--- config.mk ---
export PLATFORM = sky130hd
export DESIGN_NAME = fetch_ctrl
export DESIGN_NICKNAME = d
export VERILOG_FILES = /design/src/rtl/fetch_ctrl.sv
export SDC_FILE = /design/constraint.sdc
export NUM_CORES = 1
export LEC_CHECK = 0
export CAP_MARGIN = 25
export CORE_ASPECT_RATIO = 1.1
export CORE_MARGIN = 2
export CORE_UTILIZATION = 40
export DETAILED_ROUTE_END_ITERATION = 10
export PLACE_DENSITY = 0.74
export SYNTH_ARGS = -nofsm -noshare
export SYNTH_HDL_FRONTEND = slang
export SYNTH_SLANG_ARGS = --single-unit
--- constraint.sdc ---
create_clock -name CLK -period 12.52 [get_ports CLK]
set_input_delay 3.13 -clock CLK [delete_from_list [all_inputs] [get_ports CLK]]
set_output_delay 3.13 -clock CLK [all_outputs]
set_load 0.02 [all_outputs]
--- src/rtl/fetch_ctrl.sv ---
// rtl/fetch_ctrl.sv - front-end fetch controller: PC ownership, return capture, decode skid, redirects
// Returns are accepted only for the single request issued in the previous cycle.
module fetch_ctrl #(
   parameter logic [31:0] RESET_PC = 32'h0000_0000
) (
   input  logic        CLK,
   input  logic        RST,
   input  logic        STALL,
   input  logic        JMP_VALID,
   input  logic [31:0] JMP_PC,
   output logic        PC_VALID,
   output logic [31:0] PC,
   input  logic        MEM_WAIT,
   input  logic        INST_VALID,
   input  logic [31:0] INST,
   output logic        DEC_VALID,
   output logic [31:0] DEC_PC,
   output logic [31:0] DEC_INST
);

   typedef enum logic {S_IDLE, S_RUN} state_t;

   state_t      state;
   logic [31:0] pc_d1;
   logic        inflight;
   logic        skid_valid;
   logic [31:0] skid_pc;
   logic [31:0] skid_inst;
   logic        issue;
   logic        ret;

   // A full skid blocks new requests, so a return can never land on top of it.
   assign PC_VALID = (state == S_RUN) && !STALL && !skid_valid && !JMP_VALID;
   assign issue    = PC_VALID && !MEM_WAIT;
   assign ret      = INST_VALID && inflight;

   always_ff @(posedge CLK or posedge RST) begin
      if (RST) begin
         state      <= S_IDLE;
         PC         <= RESET_PC;
         pc_d1      <= '0;
         inflight   <= 1'b0;
         skid_valid <= 1'b0;
         skid_pc    <= '0;
         skid_inst  <= '0;
         DEC_VALID  <= 1'b0;
         DEC_PC     <= '0;
         DEC_INST   <= '0;
      end else begin
         case (state)
            S_IDLE:  state <= S_RUN;
            default: state <= S_RUN;
         endcase

         if (JMP_VALID) begin
            // Redirect kills the in-flight fetch and anything queued for decode.
            PC         <= JMP_PC & 32'hFFFF_FFFC;
            inflight   <= 1'b0;
            skid_valid <= 1'b0;
            DEC_VALID  <= 1'b0;
         end else begin
            if (issue) begin
               PC       <= PC + 32'd4;
               pc_d1    <= PC;
               inflight <= 1'b1;
            end else begin
               inflight <= 1'b0;
            end

            if (skid_valid && !STALL) begin
               DEC_VALID  <= 1'b1;
               DEC_PC     <= skid_pc;
               DEC_INST   <= skid_inst;
               skid_valid <= 1'b0;
            end else if (ret && (!DEC_VALID || !STALL)) begin
               DEC_VALID <= 1'b1;
               DEC_PC    <= pc_d1;
               DEC_INST  <= INST;
            end else if (!STALL) begin
               DEC_VALID <= 1'b0;
            end

            if (ret && DEC_VALID && STALL) begin
               skid_valid <= 1'b1;
               skid_pc    <= pc_d1;
               skid_inst  <= INST;
            end
         end
      end
   end

endmodule

* Word level (Yosys, flattened, before mapping) *
Index checks and enable logic that the tools add are counted.

storage, ports and cells
  register bits after elaboration = 196
  output and inout port bits = 98

cells by class
  bitwise operators = 1
  equal/unequal tests = 1
  $add $sub $neg = 1
  reductions and logical operators = 21
  multiplexer cells = 15

operator list
  operator                                                number
  2-to-1 mux 32 bit                                       6
  adder 32 x 3 -> 32 bit (second input constant)          1
  logical AND 1 bit                                       9
  2-to-1 mux 1 bit                                        9
  AND reduction 2 bit                                     3
  logical NOT 1 bit                                       5
  inequality test 4 x 1 -> 1 bit (second input constant)  1
  nonzero test 2 bit                                      2
  nonzero test 3 bit                                      1
  logical OR 1 bit                                        1
  NOT 1 bit                                               1

* Logic depth before layout (Yosys ltp) *
Gate-level depths: netlist (run 1).

  word-level depth = 7
  depth in mapped cells = 7
  gate-level depth less buffers = 6

* Worst setup path before layout (run 1) *
OpenSTA, ideal clock, no wires.

  path kind = input to output
  start point = input JMP_VALID
  end point = output PC_VALID
  slack = 5808 ps
  stages on the path = 1
  data required time = 9390 ps
  data arrival time = 3582 ps
  buffers on the path = 0
  path through = nor4b_4

between the ends
  longest elaborated chain between the ends = 2

RTL lines
  what                RTL line  text
  start: declaration  9         input logic JMP_VALID,
  logical NOT 1 bit   33        assign PC_VALID = (state == S_RUN) && !STALL && !skid_valid && !JMP_VALID;
  logical AND 1 bit   33
  end: declaration    11        output logic PC_VALID,

No other way between the ends.

* Final worst setup path (run 1) *
Ends and elaborated chain as after synthesis.

==> flow_summary.ini, run 1 <==
[timing]
fin_tns_setup_ns = 0
finalSetupViolations = 0
final_hold_viol_count = 0
fmax_mhz = 124
fin_crit_sh_pct = 64.4
fin_skew_ns = 0.0130
finalMaxSlewViolations = 0
rsz0062_at_grt = no
hold_ws_ns = 0.478
relSlewSlack_pct = 45.4
post-route-min-period_ns = 8.06
tightest_slew_ns = 0.819

[logic_synthesis]
synth_edf_count = 0
yosysSeqAreaShare_pct = 56.8
syn_area_per_cell_um2 = 10.9
syn-instance-count = 762
synth.cell_area_um2 = 8290
yosys.area.top_type_share_pct = 56.8
async_flop_share_pct = 100
synth_seq_cells = 188
synth_top_cell_by_area = dfrtp_1
synth_area_leaders = dfrtp_1 57%, nand2_1 8.7%, mux2_2 8.4%, mux2i_1 7.5%, o21ai_0 4.5%
synth.distinct_cells = 53
ys.flop_type = dfrtp_1
yosysWarnings = 0

[clock_network]
cts_tree = built
cts_resized = 0
htree_num_levels = 4
cts-root-buf = clkbuf_16
ctsHoldBuffers = 0
cts_buffers = 17
clockBufferDepth = 2
cts_sinks = 188
clkLatencyLatePin_ns = 0.43
post-cts-setup-buffers = 0
path_clk_slew_ns = 0.07

[outcome]
status = finished clean

[routing]
first_pass_iters = 4
wl_mm = 19.6
drcViolationCount = 0
drt_iter0_drc = 444
routedWlPerCell_um = 16.7
drtAntennaViolNets = 0
vias_per_cell = 5.34
num_vias = 6271

[final_layout]
antenna_cells = 0
area_delta_synth_final_pct = 29.4
fin_util_pct = 52.5
drive_gt1_share_pct = 13.2
final_net_count = 976
instances_no_fill = 1174
final_common_cell = nand2_1
layout_common_cells = 192 x nand2_1, 188 x dfrtp_1, 161 x clkdlybuf4s50_1, 74 x o21ai_0

[worst_setup_path]
r2r_cells = 6
crit_path_end_kind = primary output
critPathMaxFanout = 38
path_buf_inv = 3
crit_arrival_ns = 4.93
crit_path_top_delay_cell = clkdlybuf4s50_1
timing.rr.start = skid_valid
worstReg2RegEnd = PC[22]
slowest_delay_ns = 0.68
cp_cell_sequence = clkdlybuf4s50_1, buf_4, nor4b_4, clkdlybuf4s50_1
cpMostUsedCell = clkdlybuf4s50_1
reg2reg_slack_ns = 10.05
cp-start-kind = input port
worstSetupPathType = input port to primary output
worstPathRequired_ns = 9.39
critical-path-top-delay-family = buffers and inverters

[grt]
grt_max_degree = 111
grt_pass1_vias = 6213
grt_antenna_before_repair = 0
grtUsageTotal_pct = 18.5
gr-total-overflow = 0
grt_pass1_wl_mm = 32.5

[die]
io_pins = 168
core-area_um2 = 20400
initial_utilization_pct = 40.6
die_h_um = 155
die_area_um2 = 21900
row_count = 55
die_w_um = 141

[power]
p_leak_nw = 5.28
power_mw = 1.59
power.density_nw_per_um2 = 148
peakVddDrop_v = 0.0000808

[place]
placement.io_buffers = 161
dp_cells = 1141
place.gp.congestion = 0.823
hpwl_mm = 12.9

[hold_path]
whs_path_depth = 2
min_path_type = flop to flop
worstHoldEndpoint = DEC_INST[29]
hold_start = DEC_INST[29]

[run]
maxCapViolCount = 0
-- final cells by class --
cell class                 instances  area [µm²]
clock buffer                      17         425
timing repair buffer             169        1720
multi-input combinational        521        3360
fill                            1802        9720
tap                              256         320
sequential                       188        4700
clock inverter                    15         154
inverter                           8        37.5
-- kinds of logic (layout without fill, tap and decap cells) --
logic type                 after synthesis  in the layout  share of synthesized area, %
and+or+nand+nor                        268            268                          14.8
AOI/OAI and AO/OA                      121            121                          9.10
xor gates and xnor gates                 2              2                         0.211
other                                    2              5                        0.0906
adders and majority gates                1              1                         0.151
muxes                                  124            124                          15.9
buffers and inverters                   56            209                          3.00
DFF                                    188            188                          56.8
-- report_power, final --
group / total [mW] / internal (mW) / switching (mW)
combinational: 0.316 / 0.151 / 0.166
clock: 0.531 / 0.282 / 0.249
sequential: 0.740 / 0.681 / 0.0596
total: 1.59 / 1.11 / 0.474
-- stage by stage --
stage / setup slack, ns / area [µm²]
2_1_floorplan: 4.28 / 8300
3_3_place_gp: 4.49 / 10100
3_5_place_dp: 4.47 / 10100
4_1_cts: 4.46 / 10700
5_1_grt: 4.38 / 10700
6_report: 4.46 / 10700
-- cell usage after synthesis, types with 2 or more instances --
cell,count
nand2_1,193
dfrtp_1,188
o21ai_0,74
mux2_2,62
mux2i_1,62
clkbuf_1,25
buf_2,19
o311ai_0,19
nand3_1,18
nand4_1,15
nor2_1,13
inv_1,7
o211ai_1,6
buf_4,4
nor3_1,4
a21oi_1,3
a31o_2,3
nor4_1,3
a211o_1,2
a22oi_1,2
and2_1,2
conb_1,2
nand2_2,2
nor2b_1,2
nor3_2,2
or4_1,2
xnor2_1,2
-- sequential cells by signal, indices dropped and copies added, names as in the netlist --
register,count
skid_inst,32
state,1
DEC_VALID,1
skid_pc,30
skid_valid,1
inflight,1
PC,30
pc_d1,30
DEC_INST,32
DEC_PC,30
-- worst max-delay path by stage --
stage               from          end  slack, ns  cells past startpoint
3_3_place_gp   JMP_VALID     PC_VALID       4.49                      4
4_1_cts        JMP_VALID     PC_VALID       4.46                      4
5_1_grt        JMP_VALID     PC_VALID       4.38                      4
2_1_floorplan        RST  DEC_INST[0]       4.28                      1
3_5_place_dp   JMP_VALID     PC_VALID       4.47                      4
6_report       JMP_VALID     PC_VALID       4.46                      4
-- worst reg2reg max path, cell delays in order, from the launching register on --
cell     delay, ns
dfrtp_1       0.47
nor4b_4       0.39
nand2_2       0.11
inv_2         0.54
nand4_1       0.33
o211a_1       0.30
a211o_1       0.25
-- per-layer routing --
layer / track usage (%) / vias up / part of all wire, %
met5: 0 / - / 0
met4: 5.05 / 0 / 1.0
met1: 26.8 / 3078 / 47
met3: 4.00 / 18 / 5.4
met2: 28.3 / 216 / 46
li1: - / 2959 / -
(Power assumes the default switching activity.)
==> run 2, diff against run 1 <==
- PLACE_DENSITY: 0.74 -> 0.76
- clock period: 12.52 -> 6.8 ns (I/O delays scaled with it)
==> run 2 against run 1 <==
Compared with the run above:
- final cell count decreased by 0.17%
- worst setup slack got worse by 2.7 ns
- critical path depth fell by 1
- total power rose by 91%
- worst hold slack improved by 0.0015 ns
- non-clock buffer count fell by 2
- routed wire length up 0.15%
- register-to-register slack lost 6.5 ns
- clock power up 110%
- critical path type unchanged
==> flow_summary.ini, run 2 (synthesis results as in run 1) <==
[final_layout]
fill_cells = 1796
layout_common_cells = 192 x nand2_1, 188 x dfrtp_1, 161 x clkdlybuf4s50_1, 74 x o21ai_0
drive_gt1_share_pct = 13.0
final_common_cell = nand2_1
top_regs = DEC_INST x32, skid_inst x32
multi_input_area_um2 = 3360
final_net_count = 974
regArea_um2 = 4700
area_delta_synth_final_pct = 29.5
antenna_cells = 0

[timing]
tightest_slew_ns = 1.03
hold_ws_ns = 0.479
relSlewSlack_pct = 31.2
fin_tns_setup_ns = 0
fmax_mhz = 200
post-route-min-period_ns = 5.01
finalMaxSlewViolations = 0
finalSetupViolations = 0
final_hold_viol_count = 0
rsz0062_at_grt = no
fin_skew_ns = 0.0122
fin_crit_sh_pct = 73.6

[clock_network]
cts_resized = 0
path_clk_slew_ns = 0.07
cts_sinks = 188
clkLatencyLatePin_ns = 0.43
cts_buffers = 17
ctsHoldBuffers = 0
cts-root-buf = clkbuf_16
htree_num_levels = 4
cts_tree = built
post-cts-setup-buffers = 0
clockBufferDepth = 2

[worst_setup_path]
timing.critical_path.depth = 3
worstReg2RegEnd = PC[22]
critPathMaxFanout = 6
crit_arrival_ns = 3.31
cp_cell_sequence = clkdlybuf4s50_1, nor4b_4, clkdlybuf4s50_1
cpMostUsedCell = clkdlybuf4s50_1
critical-path-top-delay-family = buffers and inverters
worstSetupPathType = input port to primary output
crit_path_top_delay_cell = clkdlybuf4s50_1
timing.rr.start = skid_valid
r2r_cells = 6
cp-start-kind = input port
slowest_delay_ns = 0.70
crit_path_start = STALL
cp-endpoint = PC_VALID
worstPathRequired_ns = 5.10
crit_path_end_kind = primary output
reg2reg_slack_ns = 3.55
path_buf_inv = 2

[die]
die_w_um = 141
die_h_um = 155
initial_utilization_pct = 40.6
core-area_um2 = 20400
die_area_um2 = 21900
row_count = 55
io_pins = 168

[place]
hpwl_mm = 12.6
placement.io_buffers = 161
place.gp.congestion = 0.836

[grt]
grt_pass1_vias = 6173
grt_pass1_wl_mm = 32.5
grtUsageTotal_pct = 18.6
gr-total-overflow = 0
grt_max_degree = 189
grt_antenna_before_repair = 0

[routing]
drt_iter0_drc = 323
wl_mm = 19.6
vias_per_cell = 5.33
first_pass_iters = 5
num_vias = 6249
drtAntennaViolNets = 0
routedWlPerCell_um = 16.7
drcViolationCount = 0

[power]
p_leak_nw = 5.28
switching_share_pct = 28.7
intPower_mw = 2.16
pwr-share-clk_pct = 35.9
peakVddDrop_v = 0.000156
seq_power_share_pct = 45.1
pwr-share-comb_pct = 19.0
power.density_nw_per_um2 = 282
p_sw_uw = 867

[hold_path]
min_path_type = flop to flop

[outcome]
status = finished clean

[run]
maxCapViolCount = 0
[run 2: how the worst min path moves through the flow]
stage / startpoint / to / slack (ns) / cells after the start
finish: DEC_INST[28] / DEC_INST[28] / 0.48 / 2
detailed placement: DEC_PC[8] / DEC_PC[8] / 0.47 / 2
floorplan: pc_d1[10] / pc_d1[10] / 0.46 / 2
global route: DEC_INST[18] / DEC_INST[18] / 0.51 / 2
global placement: DEC_INST[16] / DEC_INST[16] / 0.46 / 2
CTS: DEC_INST[23] / DEC_INST[23] / 0.49 / 2
[run 2: final cells by class]
type	count	area share, %
flip-flops and latches	188	43.8
multi-input cells	521	31.3
repair buffers	167	15.5
well taps	256	2.98
clock buffers	17	3.96
clock inverters	15	2.07
inverters	8	0.315
[run 2: worst register-to-register path: stages (launching register included)]
cell and delay (ns):
dfrtp_1 0.47, nor4b_4 0.31, nand2_2 0.62, inv_2 0.85, nand4_1 0.33, o211a_1 0.29, a211o_1 0.26
[run 2: metrics by stage]
step / util, % / instances / total power [mW] / worst slack (ns) / instance area (µm²)
floorplan: - / 765 / 1.65 / 2.68 / 8300
global placement: 49.4 / 1140 / 1.95 / 1.77 / 10100
detailed placement: 49.4 / 1140 / 1.97 / 1.74 / 10100
CTS: 52.5 / 1172 / 3.06 / 1.80 / 10700
global route: 52.5 / 1172 / 3.19 / 1.74 / 10700
finish: 52.5 / 1172 / 3.03 / 1.79 / 10700
[run 2: per-layer routing]
layer	vias up	wire, µm	global-route usage (%)
met2	223	8730	28.0
met1	3033	9360	26.7
met5	-	0	0
met3	31	1110	3.85
met4	0	407	7.05
li1	2962	-	-
[run 2: power by group through the flow]
stage | Clock [mW] | Combinational (mW) | Sequential [mW]
2_1_floorplan | 0 | 0.166 | 1.48
3_3_place_gp | 0 | 0.573 | 1.38
3_5_place_dp | 0 | 0.581 | 1.39
4_1_cts | 1.12 | 0.583 | 1.37
5_1_grt | 1.17 | 0.630 | 1.39
6_report | 1.09 | 0.576 | 1.36
